## config.mk

```make
export PLATFORM = sky130hd
export DESIGN_NAME = ascii_hex_rx_parser
export DESIGN_NICKNAME = d
export VERILOG_FILES = /design/src/rtl/ascii_pkg.sv /design/src/rtl/hex_char_decode.sv /design/src/rtl/ascii_hex_rx_parser.sv
export SDC_FILE = /design/constraint.sdc
export NUM_CORES = 1
export LEC_CHECK = 0
export BUFFER_PORTS_ARGS = -buffer_cell sky130_fd_sc_hd__buf_2
export CORE_MARGIN = 5
export CORE_UTILIZATION = 53
export CTS_CLUSTER_DIAMETER = 40
export CTS_CLUSTER_SIZE = 28
export DETAILED_ROUTE_END_ITERATION = 16
export HOLD_SLACK_MARGIN = 0.02
export PLACE_DENSITY = 0.75
export SYNTH_ARGS = -nofsm -noshare
export SYNTH_HDL_FRONTEND = slang
export SYNTH_SLANG_ARGS = --single-unit
```

## constraint.sdc

```tcl
create_clock -name Clk -period 3.65 [get_ports Clk]
set_input_delay 1.095 -clock Clk [delete_from_list [all_inputs] [get_ports Clk]]
set_output_delay 1.095 -clock Clk [all_outputs]
set_load 0.01 [all_outputs]
```

## src/rtl/ascii_pkg.sv

```systemverilog
// Purpose: shared ASCII constants and receive-parser state encoding.
// Latency: n/a (declarations only).
// Backpressure: n/a.
// Contents: CR/LF terminators, hex digit range bounds (also used by the
// TicToc binary-to-ASCII converter), and the parser state enum.
package ascii_pkg;

  localparam logic [7:0] ASCII_CR       = 8'h0D;
  localparam logic [7:0] ASCII_LF       = 8'h0A;

  localparam logic [7:0] ASCII_DIGIT_LO = 8'h30;  // '0'
  localparam logic [7:0] ASCII_DIGIT_HI = 8'h39;  // '9'
  localparam logic [7:0] ASCII_UPPER_LO = 8'h41;  // 'A'
  localparam logic [7:0] ASCII_UPPER_HI = 8'h46;  // 'F'
  localparam logic [7:0] ASCII_LOWER_LO = 8'h61;  // 'a'
  localparam logic [7:0] ASCII_LOWER_HI = 8'h66;  // 'f'

  typedef enum logic [1:0] {
    IDLE    = 2'd0,
    ACCUM   = 2'd1,
    DISCARD = 2'd2
  } rxState_t;

endpackage

```

## src/rtl/hex_char_decode.sv

```systemverilog
// Purpose: classify one ASCII character as hex digit / line terminator / other.
// Latency: purely combinational.
// Backpressure: none.
// Ports: asciiChar (8-bit character in), is_hex, is_term, nibble (value 0-15,
// zero when the character is not a hex digit).
module hex_char_decode
  import ascii_pkg::*;
(
  input  logic [7:0] asciiChar,
  output logic       is_hex,
  output logic       is_term,
  output logic [3:0] nibble
);

  always_comb begin
    is_hex = 1'b0;
    nibble = 4'h0;
    if (asciiChar >= ASCII_DIGIT_LO && asciiChar <= ASCII_DIGIT_HI) begin
      is_hex = 1'b1;
      nibble = asciiChar[3:0];
    end else if ((asciiChar >= ASCII_UPPER_LO && asciiChar <= ASCII_UPPER_HI) ||
                 (asciiChar >= ASCII_LOWER_LO && asciiChar <= ASCII_LOWER_HI)) begin
      // 'A'/'a' have low nibble 1, so adding 9 maps them onto 10.
      is_hex = 1'b1;
      nibble = asciiChar[3:0] + 4'd9;
    end
  end

  assign is_term = (asciiChar == ASCII_CR) || (asciiChar == ASCII_LF);

endmodule

```

## src/rtl/ascii_hex_rx_parser.sv

```systemverilog
// Purpose: assemble a CR/LF-terminated line of ASCII hex digits into a word.
// Latency: Val_ready/Val_Arr and Val_error appear one cycle after the strobe.
// Backpressure: none; every strobed character is consumed, back-to-back ok.
// Ports: Clk, Reset (sync, active-high), RX_ready/RX_data (character strobe),
// Val_Arr (last committed word), Val_ready (commit pulse), Val_error
// (malformed-line pulse), Busy (line in progress).
module ascii_hex_rx_parser
  import ascii_pkg::*;
#(
  parameter  int NDIGITS = 4,
  localparam int WIDTH   = 4 * NDIGITS
) (
  input  logic             Clk,
  input  logic             Reset,
  input  logic             RX_ready,
  input  logic [7:0]       RX_data,
  output logic [WIDTH-1:0] Val_Arr,
  output logic             Val_ready,
  output logic             Val_error,
  output logic             Busy
);

  localparam int CW = $clog2(NDIGITS + 1);

  rxState_t         state, stateNext;
  logic [WIDTH-1:0] acc, accNext;
  logic [CW-1:0]    count, countNext;
  logic [WIDTH-1:0] valArrNext;
  logic             readyNext, errorNext;

  logic             isHex, isTerm;
  logic [3:0]       nibble;

  hex_char_decode uDecode (
    .asciiChar (RX_data),
    .is_hex    (isHex),
    .is_term   (isTerm),
    .nibble    (nibble)
  );

  always_comb begin
    stateNext  = state;
    accNext    = acc;
    countNext  = count;
    valArrNext = Val_Arr;
    readyNext  = 1'b0;
    errorNext  = 1'b0;

    if (RX_ready) begin
      case (state)
        IDLE: begin
          // A bare terminator is an empty line (e.g. the LF of CR-LF): ignore it.
          if (isHex) begin
            accNext   = WIDTH'(nibble);
            countNext = CW'(1);
            stateNext = ACCUM;
          end else if (!isTerm) begin
            errorNext = 1'b1;
            stateNext = DISCARD;
          end
        end
        ACCUM: begin
          if (isTerm) begin
            valArrNext = acc;
            readyNext  = 1'b1;
            accNext    = '0;
            countNext  = '0;
            stateNext  = IDLE;
          end else if (isHex && count != CW'(NDIGITS)) begin
            accNext   = (acc << 4) | WIDTH'(nibble);
            countNext = count + CW'(1);
          end else begin
            // Illegal character or one digit too many; acc is left untouched.
            errorNext = 1'b1;
            stateNext = DISCARD;
          end
        end
        DISCARD: begin
          // Only one error pulse per line; wait silently for the terminator.
          if (isTerm) begin
            accNext   = '0;
            countNext = '0;
            stateNext = IDLE;
          end
        end
        default: begin
          stateNext = IDLE;
          accNext   = '0;
          countNext = '0;
        end
      endcase
    end
  end

  always_ff @(posedge Clk) begin
    if (Reset) begin
      state     <= IDLE;
      acc       <= '0;
      count     <= '0;
      Val_Arr   <= '0;
      Val_ready <= 1'b0;
      Val_error <= 1'b0;
      Busy      <= 1'b0;
    end else begin
      state     <= stateNext;
      acc       <= accNext;
      count     <= countNext;
      Val_Arr   <= valArrNext;
      Val_ready <= readyNext;
      Val_error <= errorNext;
      // Registered alongside state so Busy tracks (state != IDLE) exactly.
      Busy      <= (stateNext != IDLE);
    end
  end

endmodule

```

==> results.md <==
- Status: completed
- Post-Place Cell Area: 2032 um2
- Relative slew slack: 0.6457
- PnR Total Power: 712.2 uW
- Layout cells sized above 1: 0.1807
- Fmax: 347.4 MHz
- Adder-Cell Fraction of Synth Area: 0.04003
- Synth warn: 0
- Sequential fraction of the synthesis area: 0.4270
- Syn Inst Count: 223
- Die X: 69.49 um
- Most frequent cells in the layout: nand2_1, dfxtp_1, buf_2
- Number of global-route vias before repair: 1,425
- Clock buffer depth: 2
- Largest family of logic cells by synthesized area: simple AND/OR/NAND/NOR gates
- Setup TNS: 0 ns
- Num CTS Buffers: 5
- Area growth from synthesis to layout: 11.01%
- Worst r2r src: count[0]
- Initial DRC count: 89
- Core area: 3390 um2
- Slew @ Worst Pin: 0.5314 ns
- Max_cap viols: 0
- Critical path class: in -> reg
- Clk sinks: 40
- Resize count post-CTS: 0
- Overflow after GRT: 0
- Hold Crit Depth: 2
- Synth Cell Area: 1876 um2
- Most common cell after layout, fill and taps aside: nand2_1
- HP Class: reg -> reg
- Unique masters post-synth: 42
- First-pass GRT wire length: 6327 um
- Final-report hold violation count: 0
- Worst Hold Endpoint: Val_Arr[11]
- CTS tree: built
- Critical Path Source Type: input pin
- Chip height: 69.49 um
- Fillers: 325
- CP arrival: 3.12 ns
- Compound-cell area share of the yosys netlist: 0.1374
- Reg2reg setup slack: 1.71 ns
- XOR/XNOR Fraction of Synth Area: 0.004670
- Effective utilization at floorplan: 0.5533
- Min cycle time layout: 2.879 ns
- Cells after DPL: 288
- Largest net degree at the start of global routing: 30
- # hold bufs at CTS: 0
- Fin util: 0.6142
- Drt first pass iters: 4
- Overall Global Routing Usage: 0.1604
- Vias: 1,560
- Syn_nets: 240
- Fin crit share: 0.7887
- Initial antenna violation count: 0
- H-Tree Depth: 2
- Cell area power density: 342.1 nW/um2
- IO Count: 30
- Avg Inst Size Synth: 8.411 um2
- Reg clk slew, reported paths: 0.11 ns
- Post-route ant nets: 0
- RePlAce Congestion: 0.8182
- # port buffers: 29
- Reg2reg path depth: 7
- Nets: 266
- Max rail drop VDD: 0.0001759 V
- RSZ-0062 raised after global routing: no
- DRC: 0
- Setup Skew: 0.01010 ns
- DP Worst Slack: 0.4519 ns
- Design Area, Final: 2082 um2
- Synthesized flop and latch total: 40
- Die area: 4828 um2
- Mean routed wirelength per cell: 12.16 um
- Post-CTS Setup Inserts: 0
- Pleak: 0.8903 nW
- Post-DP HPWL: 2531 um
- Final hold slack: 0.4575 ns
- ANT cells: 0
- DRT Wirelength: 3586 um
- Core Rows: 21
- Critical path required time: 3.89 ns
- Mux cell area share after synthesis: 0.09206
- Fin. max-slew vios: 0
- Crit end category: flop
- Post-Synth Simple-Gate Area: 0.2502
- RR Endpoint: acc[11]
- Final setup vio count: 0
- Clock root cell: clkbuf_4
- Clk Latency, worst-skew pair: 0.36 ns
- Crit path from: RX_data[0]
- Crit Path Max Fanout: 13
- Hold_sp: Val_Arr[11]
- Vias per cell: 5.288
- Setup ws final: 0.7713 ns
- Post-route insts no fill: 295
[final cells by class]
class,instances,area [um2],share of cell area
inverters,6,22.52,0.01082
clock inverters,2,12.51,0.006010
multi-input cells,164,983.4,0.4724
well taps,46,57.56,0.02764
repair buffers,32,167.7,0.08053
clock buffers,5,37.54,0.01803
flip-flops and latches,40,800.8,0.3846
[power by group]
part | leakage [nW] | switching [mW] | internal, mW
Sequential | 0.323 | 0.00321 | 0.439
Combinational | 0.540 | 0.0335 | 0.0198
Clock | 0.0271 | 0.146 | 0.0702
[routing by layer]
layer,vias to the layer above,part of all wire,track usage
li1,816,-,-
met1,700,0.49,0.2069
met2,37,0.42,0.2320
met3,7,0.056,0.05797
met4,0,0.027,0.08460
met5,-,0,0
[worst max-delay path by stage]
| stage | slack [ns] | end | depth (start not counted) |
|---|---|---|---|
| floorplan | 0.70 | acc[0] | 7 |
| global placement | 0.51 | acc[5] | 7 |
| detailed placement | 0.45 | acc[11] | 9 |
| CTS | 0.80 | acc[4] | 9 |
| global route | 0.61 | acc[11] | 7 |
| finish | 0.77 | acc[11] | 9 |
[cells in the mapped netlist]
master      n  share of area
clkinv_1    1         0.0020
nor2b_1     2         0.0067
ha_1        6          0.040
clkbuf_1    9          0.018
nand2_1    65           0.13
nor2_1      7          0.014
a311o_1     1         0.0053
o221a_2     1         0.0060
a211oi_1    2         0.0080
nor3_4      1         0.0087
nand4_1     3          0.010
mux2_1      2          0.012
nand4bb_1   1         0.0060
a21oi_2     1         0.0047
nor4_1      1         0.0033
o21bai_1    1         0.0040
a21o_1      1         0.0040
nand3b_1    1         0.0040
a21bo_2     1         0.0053
buf_6       2          0.012
nand3_1     4          0.011
mux2i_1    15          0.080
nor3_1      6          0.016
buf_2       1         0.0027
a31o_2      1         0.0047
nand4b_1    1         0.0047
a221o_1     1         0.0053
a2bb2oi_1   1         0.0047
a32oi_1     2         0.0093
a21oi_1    19          0.051
and3_1      2         0.0067
o21a_1      1         0.0040
dfxtp_1    40           0.43
or4b_4      1         0.0073
a221oi_1    2         0.0093
xnor2_1     1         0.0047
inv_1       5          0.010
a22oi_1     1         0.0040
nand2b_1    3          0.010
nor3b_1     3          0.012
o21ai_0     3         0.0080
buf_4       1         0.0040
[critical path: stages]
cell,delay [ns]
buf_2,0.12
inv_1,0.08
ha_1,0.22
nor3b_1,0.16
a22oi_1,0.31
nand4b_1,0.27
a221o_1,0.48
buf_4,0.25
mux2i_1,0.13
[cells by family after synthesis]
| family | Yosys count |
|---|---|
| and+or+nand+nor | 101 |
| DFF | 40 |
| AOI/OAI and AO/OA | 39 |
| buffers and inverters | 19 |
| muxes | 17 |
| adders and majority gates | 6 |
| xor gates and xnor gates | 1 |
[registers in the layout, indices dropped and copies added (netlist names)]
register	flops
Val_Arr	16
acc	16
count	3
state	2
Busy	1
Val_error	1
Val_ready	1
Power figures use the tool's default switching activity.
